### src/rtl/grf_pkg.sv
// Shared register-file constants, also used by the hazard unit.
package grf_pkg;

    localparam int GRF_DATA_W = 32;
    localparam int GRF_ADDR_W = 5;
    localparam logic [GRF_ADDR_W-1:0] ZERO_REG = 5'd0;

    // True when a write to addr actually lands in the array.
    function automatic logic grf_commit(input logic reset, input logic we, input logic addr_nz);
        return !reset && we && addr_nz;
    endfunction

endpackage

### src/rtl/grf_read_port.sv
// One GRF read port: array read mux, same-cycle write bypass and pending lookup.
module grf_read_port
    import grf_pkg::*;
#(
    parameter int DATA_W = GRF_DATA_W,
    parameter int ADDR_W = GRF_ADDR_W,
    parameter int NREG   = 2**ADDR_W,
    parameter int BYPASS = 1
) (
    input  logic              i_reset,
    input  logic [ADDR_W-1:0] i_ra,
    input  logic [DATA_W-1:0] i_regs [NREG],
    input  logic [NREG-1:0]   i_pend,
    input  logic              i_we,
    input  logic [ADDR_W-1:0] i_wa,
    input  logic [DATA_W-1:0] i_wd,
    output logic [DATA_W-1:0] o_rd,
    output logic              o_rd_pend
);

    localparam logic BYP = (BYPASS != 0);

    logic w_ra_nz;
    logic w_hit;

    assign w_ra_nz = (i_ra != ADDR_W'(ZERO_REG));
    assign w_hit   = BYP && i_we && (i_wa == i_ra);

    // Read data: zero register, bypassed write data, or stored value.
    always_comb begin
        o_rd = {DATA_W{1'b0}};
        if (!w_ra_nz) begin
            o_rd = {DATA_W{1'b0}};
        end else if (w_hit && grf_commit(i_reset, i_we, 1'b1)) begin
            o_rd = i_wd;
        end else begin
            o_rd = i_regs[i_ra];
        end
    end

    // Hazard flag: a same-cycle writeback to this source resolves it.
    always_comb begin
        o_rd_pend = 1'b0;
        if (w_ra_nz && !w_hit) begin
            o_rd_pend = i_pend[i_ra];
        end else begin
            o_rd_pend = 1'b0;
        end
    end

endmodule

### src/rtl/grf_bypass_sb.sv
// General register file with write bypass and per-register pending scoreboard.
// Optional write trace enabled by defining GRF_TRACE_EN.
module grf_bypass_sb
    import grf_pkg::*;
#(
    parameter int DATA_W = GRF_DATA_W,
    parameter int ADDR_W = GRF_ADDR_W,
    parameter int NUM_RD = 2,
    parameter int BYPASS = 1
) (
    input  logic                     i_clk,
    input  logic                     i_reset,
    input  logic                     i_we,
    input  logic [ADDR_W-1:0]        i_wa,
    input  logic [DATA_W-1:0]        i_wd,
    input  logic [31:0]              i_wpc,
    input  logic [NUM_RD*ADDR_W-1:0] i_ra,
    output logic [NUM_RD*DATA_W-1:0] o_rd,
    output logic [NUM_RD-1:0]        o_rd_pend,
    input  logic                     i_iss_valid,
    input  logic [ADDR_W-1:0]        i_iss_addr
);

    localparam int NREG = 2**ADDR_W;

    logic [DATA_W-1:0] r_regs [NREG];
    logic [NREG-1:0]   r_pend;
    logic              w_wa_nz;
    logic              w_commit;

    assign w_wa_nz  = (i_wa != ADDR_W'(ZERO_REG));
    assign w_commit = grf_commit(i_reset, i_we, w_wa_nz);

    // Register array; entry 0 is never written so it stays zero after reset.
    always_ff @(posedge i_clk) begin
        if (i_reset) begin
            for (int n = 0; n < NREG; n++) begin
                r_regs[n] <= {DATA_W{1'b0}};
            end
        end else if (w_commit) begin
            r_regs[i_wa] <= i_wd;
        end
    end

    // Scoreboard: an issue to n re-arms the bit even if n writes back this cycle.
    always_ff @(posedge i_clk) begin
        if (i_reset) begin
            r_pend <= {NREG{1'b0}};
        end else begin
            for (int n = 1; n < NREG; n++) begin
                if (i_iss_valid && (i_iss_addr == ADDR_W'(n))) begin
                    r_pend[n] <= 1'b1;
                end else if (i_we && (i_wa == ADDR_W'(n))) begin
                    r_pend[n] <= 1'b0;
                end
            end
            r_pend[0] <= 1'b0;
        end
    end

    genvar gi;
    generate
        for (gi = 0; gi < NUM_RD; gi++) begin : g_rd
            grf_read_port #(
                .DATA_W (DATA_W),
                .ADDR_W (ADDR_W),
                .NREG   (NREG),
                .BYPASS (BYPASS)
            ) u_port (
                .i_reset   (i_reset),
                .i_ra      (i_ra[gi*ADDR_W +: ADDR_W]),
                .i_regs    (r_regs),
                .i_pend    (r_pend),
                .i_we      (i_we),
                .i_wa      (i_wa),
                .i_wd      (i_wd),
                .o_rd      (o_rd[gi*DATA_W +: DATA_W]),
                .o_rd_pend (o_rd_pend[gi])
            );
        end
    endgenerate

`ifdef GRF_TRACE_EN
    // Commit trace for the instruction-level log.
    always @(posedge i_clk) begin
        if (w_commit) begin
            $display("@%h: $%d <= %h", i_wpc, i_wa, i_wd);
        end
    end
`else
    logic w_unused_wpc;
    assign w_unused_wpc = ^i_wpc;
`endif

endmodule

### config.mk
export PLATFORM = sky130hd
export DESIGN_NAME = grf_bypass_sb
export DESIGN_NICKNAME = d
export VERILOG_FILES = /design/src/rtl/grf_pkg.sv /design/src/rtl/grf_read_port.sv /design/src/rtl/grf_bypass_sb.sv
export SDC_FILE = /design/constraint.sdc
export NUM_CORES = 2
export LEC_CHECK = 0
export CAP_MARGIN = 15
export CORE_MARGIN = 3
export CORE_UTILIZATION = 55
export CTS_CLUSTER_SIZE = 16
export DETAILED_ROUTE_END_ITERATION = 10
export PLACE_DENSITY = 0.72
export REMOVE_ABC_BUFFERS = 1
export SLEW_MARGIN = 0
export SYNTH_ARGS = -nofsm -noshare
export SYNTH_HDL_FRONTEND = slang
export SYNTH_HIERARCHICAL = 1
export SYNTH_SLANG_ARGS = --single-unit
### constraint.sdc
create_clock -name i_clk -period 2.5 [get_ports i_clk]
set_input_delay 0.375 -clock i_clk [delete_from_list [all_inputs] [get_ports i_clk]]
set_output_delay 0.375 -clock i_clk [all_outputs]
set_load 0.005 [all_outputs]
Word level (Yosys, flattened, before mapping):

Index checks and enable logic that the tools add are counted.

* register bits: 1056
* input bits: 88
* output and inout bits: 66

* magnitude comparators: 6
* equality and inequality tests: 64
* mux-type cells: 81
* bitwise logic cells: 3
* reduce and logical (&&, ||, !) cells: 108

Operator list (number)
* $bwmux 1024: 1
* $bmux 32 s5: 2
* $mux 32: 9
* $demux 32 s5: 1
* $eq 5x5->1 const B: 32
* $eq 5x4->1 const B: 16
* $logic_and 1x1->1: 71
* $mux 1: 66
* $reduce_bool 2->1: 31
* $eq 5x3->1 const B: 8
* $eq 5x2->1 const B: 4
* $ge 6x6->1 const B: 3
* $not 5->6: 3
* $reduce_bool 5->1: 3
* $lt 5x6->1 const B: 2
* $bmux 1 s5: 2
* $eq 5x1->1 const B: 2
* $eq 5x5->1: 2
* $lt 6x1->1 const B: 1
* $logic_not 1->1: 3

Depth between registers and ports, before layout:

* depth after elaboration: 6
* mapped depth: 9

Hierarchy:

Netlist, hierarchy kept.

Modules (own cells, without submodules)
* grf_bypass_sb: times used 1, cells each 3642, area an instance 40187.3 um2
* grf_read_port: times used 2, cells each 902, area an instance 9242.6 um2

Least setup slack after synthesis:

Ideal clock, no wire load.

* kind: in2out
* start: input i_ra[0]
* end: output o_rd[25]
* arrival time: 1.801 ns
* data required time: 2.125 ns
* path slack: 0.324 ns
* stages: 7
* path through: buf_6 > buf_8 > buf_6 > mux4_1 > o211ai_1 > o21ai_0 > o221a_2

* cells in the longest elaborated chain, start to end: 6

Ends and longest elaborated chain
* start: declaration: line grf_bypass_sb.sv:17 `input logic [NUM_RD*ADDR_W-1:0] i_ra,`
* $not 5->6 (implied by the code): line grf_read_port.sv:37 `o_rd = i_regs[i_ra];`
* $bmux 32 s5: line grf_read_port.sv:37
* $mux 32 (implied by the code) (2 in series): line grf_read_port.sv:37
* $mux 32: line grf_read_port.sv:34 `end else if (w_hit && grf_commit(i_reset, i_we, 1'b1)) begin`
* $mux 32 (*): line grf_read_port.sv:32 `if (!w_ra_nz) begin`
* end: declaration: line grf_bypass_sb.sv:18 `output logic [NUM_RD*DATA_W-1:0] o_rd,`

Mark *: on every way between the ends. The rest lies on a longest branch, timed or not. The select of a mux whose other input is x is not followed.

Final worst setup path:

* start: register r_regs[154] (netlist bit)
* end: output o_rd[26]

* cells in the longest elaborated chain, start to end: 5

Ends and longest elaborated chain
* start: declaration: line grf_bypass_sb.sv:26 `logic [DATA_W-1:0] r_regs [NREG];`
* start signal: indexed assignment: line grf_bypass_sb.sv:38 `r_regs[n] <= {DATA_W{1'b0}};`
* start signal: indexed assignment: line grf_bypass_sb.sv:41 `r_regs[i_wa] <= i_wd;`
* $bmux 32 s5: line grf_read_port.sv:37
* $mux 32 (implied by the code) (2 in series): line grf_read_port.sv:37
* $mux 32: line grf_read_port.sv:34
* $mux 32: line grf_read_port.sv:32

No other way between the ends. The select of a mux whose other input is x is not followed.

==> results.yml <==
worst_setup_path:
  worstPathRequired_ns: 2.12
  cp-end-kind: "primary output"
  worstSetupStartpointType: "register"
  crit_fanout: 3
  arrival_ns: 2.43
  crit_type: "reg -> out"
logic_synthesis:
  ys.flop_type: "dfxtp_1"
  synthCells: 5446
  synth_warnings: 6
  synthMuxAreaShare_pct: 36.1
  synth_edf_count: 0
  synth_area_per_cell_um2: 10.8
  synth.yosys.seq_area_share_pct: 36.0
  synthXorXnorAreaFrac_pct: 0.149
  synth-compound-area-share_pct: 9.31
  synth_adder_area_share_pct: 0
  yosysUniqueCellTypes: 54
  synthArstFlopShare_pct: 0
  synth_top_family_by_area: "multiplexers"
  synth_seq_cells: 1055
  synthSimpleGateAreaFrac_pct: 12.8
  synth_area_um2: 58700
worst_hold_path:
  hp-class: "in -> reg"
flow_run:
  cap_violations: 0
floorplan:
  die-area_um2: 111000
  placementRows: 119
  num_io_pins: 154
  die-height_um: 333
  core_um2: 106000
  chipWidth_um: 333
  start_util_pct: 55.6
clocking:
  cts.clk_slew.worst_paths_ns: 0.06
  cts_hold_repair.buffers: 0
  clk_latency_ns: 0.71
  clock_sinks: 1055
  clock_path_buffers: 3
  h-tree-depth: 3
  cts_tree: "built"
  cts-root-buf: "clkbuf_16"
  cts_buffers: 113
timing:
  hold_slack_ns: 0.0692
  finalCriticalPeriod_ns: 2.81
  skew_ns: 0
  slew_headroom_pct: 46.7
  final_max_slew_viol_count: 0
  hold_viol_final: 0
  worst_pin_slew_ns: 0.800
  rsz0062_at_grt: "yes"
  finalWorstSetupSlack_ns: -0.309
  finalSetupViolCount: 66
  fin_crit_sh_pct: 112
  clock.fmax_ghz: 0.356
detailed_routing:
  antenna_left: 0
  wl_per_cell_um: 28.7
  vias_per_cell: 6.61
  wl_mm: 207
  route.vias.total: 47800
  drtIter0Drc: 6107
  dr.pass1.iters: 6
  drc: 0
status:
  outcome: "finished with violations"
  violations: "setup timing"
power_and_ir_drop:
  leakage_nw: 32.4
  power_density_nw_per_um2: 560
  peakVddDrop_v: 0.000652
global_route:
  grt_pass1_vias: 47600
  track_usage_pct: 36.1
  grt_max_degree: 189
  antenna_found_initial: 3
  grt_pass1_wl_mm: 305
  grt-ovfl-total: 0
placement:
  hpwl_mm: 130
  dpl_worst_slack_ns: -0.965
  place.port_buffers: 121
  dp.cells: 6918
  place_congestion: 0.898
final_layout:
  area_growth_pct: 20.3
  drive_above_1_share_pct: 26.0
  layoutNonFillerInstCount: 7219
  nNetsFinal: 5823
  n_fill_cell: 7883
  num_antenna_cells: 0
-- cell usage after synthesis (all sizes together) (2+ instances only) --
library cell,n,share of area [%]
dfxtp,1055,36
nand3,82,0.77
nand4bb,2,0.038
buf,306,3.7
o221ai,10,0.15
nor2b,73,0.78
and2,12,0.13
nand2b,964,10
nand4,3,0.032
a22oi,192,2.5
o211ai,64,0.82
mux4,274,11
or3,3,0.032
nor2,11,0.070
and3b,2,0.030
a311oi,2,0.030
or3b,2,0.030
o211a,10,0.17
xnor2,10,0.15
nor4bb,2,0.034
or2,2,0.021
a221oi,62,0.93
nor3b,4,0.068
o2111ai,4,0.060
nor3,3,0.043
mux2i,1498,26
a211oi,10,0.13
o32ai,3,0.045
o21ai,178,1.5
and4b,3,0.051
or4,2,0.026
clkbuf,290,1.9
o221a,54,1.0
nand2,32,0.29
o2bb2ai,28,0.42
inv,7,0.045
a21oi,182,1.6
-- sequential cells by signal, indices dropped and copies added, names as in the netlist --
name    count
r_pend     31
r_regs   1024
-- worst paths after layout --
path / start / to / slack [ns] / cells after the start
max: r_regs[154]$_SDFFE_PP0P_ / o_rd[26] / -0.31 / 7
min: i_reset / r_regs[158]$_SDFFE_PP0P_ / 0.07 / 3
max reg2reg: r_regs[643]$_SDFFE_PP0P_ / r_regs[643]$_SDFFE_PP0P_ / 1.68 / 4
min reg2reg: r_regs[820]$_SDFFE_PP0P_ / r_regs[820]$_SDFFE_PP0P_ / 0.48 / 2
-- power breakdown --
| part | switching (W) | leakage [nW] | internal [W] |
|---|---|---|---|
| clock network | 0.00737 | 1.87 | 0.00997 |
| registers | 0.0000954 | 8.56 | 0.0169 |
| logic | 0.00282 | 22.0 | 0.00236 |
| total | 0.0103 | 32.4 | 0.0293 |
-- layer usage --
metal,global-route usage [%],share of wire [%],wire (µm),vias to the layer above
li1,-,-,-,20400
met1,47.0,39,81700,23800
met2,54.6,44,90300,2829
met3,9.89,11,23000,675
met4,19.8,5.9,12200,4
met5,0,0.012,24,-
-- cells in the final DEF, fill, tap and decap left out, types with 74 or more instances in the layout --
master,Yosys,routed
buf_4,63,434
nand2b_1,964,960
clkbuf_16,0,118
mux4_2,272,274
a22oi_1,192,190
nand3_1,74,74
o21ai_0,151,95
dfxtp_1,1055,955
a21oi_1,182,169
dfxtp_2,0,100
mux2i_1,1498,1479
buf_12,2,154
-- metrics by stage --
step,cell area [µm²],TNS [ns],utilization [%],total power [W]
2_1_floorplan,55400,-417.47,-,0.0192
3_3_place_gp,64600,-55.98,61.2,0.0221
3_5_place_dp,64600,-55.42,61.2,0.0221
4_1_cts,70000,-11.51,66.3,0.0394
5_1_grt,70600,-12.38,66.8,0.0404
6_report,70600,-9.37,66.8,0.0396
-- layout make-up --
cell class	count	area (µm²)	area share, %
inverters	7	33.8	0.0479
multi-input cells	3789	35300	50.0
clock inverters	50	563	0.798
clock buffers	158	3210	4.54
repair buffers	769	8520	12.1
well taps	1391	1740	2.47
flip-flops and latches	1055	21200	30.1
-- worst max-delay path, cell delays in order, from the launching register on --
cell and delay (ns):
dfxtp_2 0.33, mux4_2 0.47, and2_4 0.16, a211oi_2 0.17
buf_4 0.16, o221ai_2 0.11, o211a_1 0.18, buf_2 0.15
-- logic make-up after synthesis --
family / Yosys count
xor+xnor: 10
other cells: 1
compound gates: 799
buf+inv: 603
mux: 1772
simple gates: 1206
flops: 1055
-- repair_timing --
item,4_1_cts,5_1_grt
buffers inserted,73,12
resized for setup,571,118
setup endpoints to repair,66,66
pin swaps,205,120
gates cloned,13,5
endpoints found under the hold margin,0,0
Note: power is estimated with default switching activity, not from simulation.
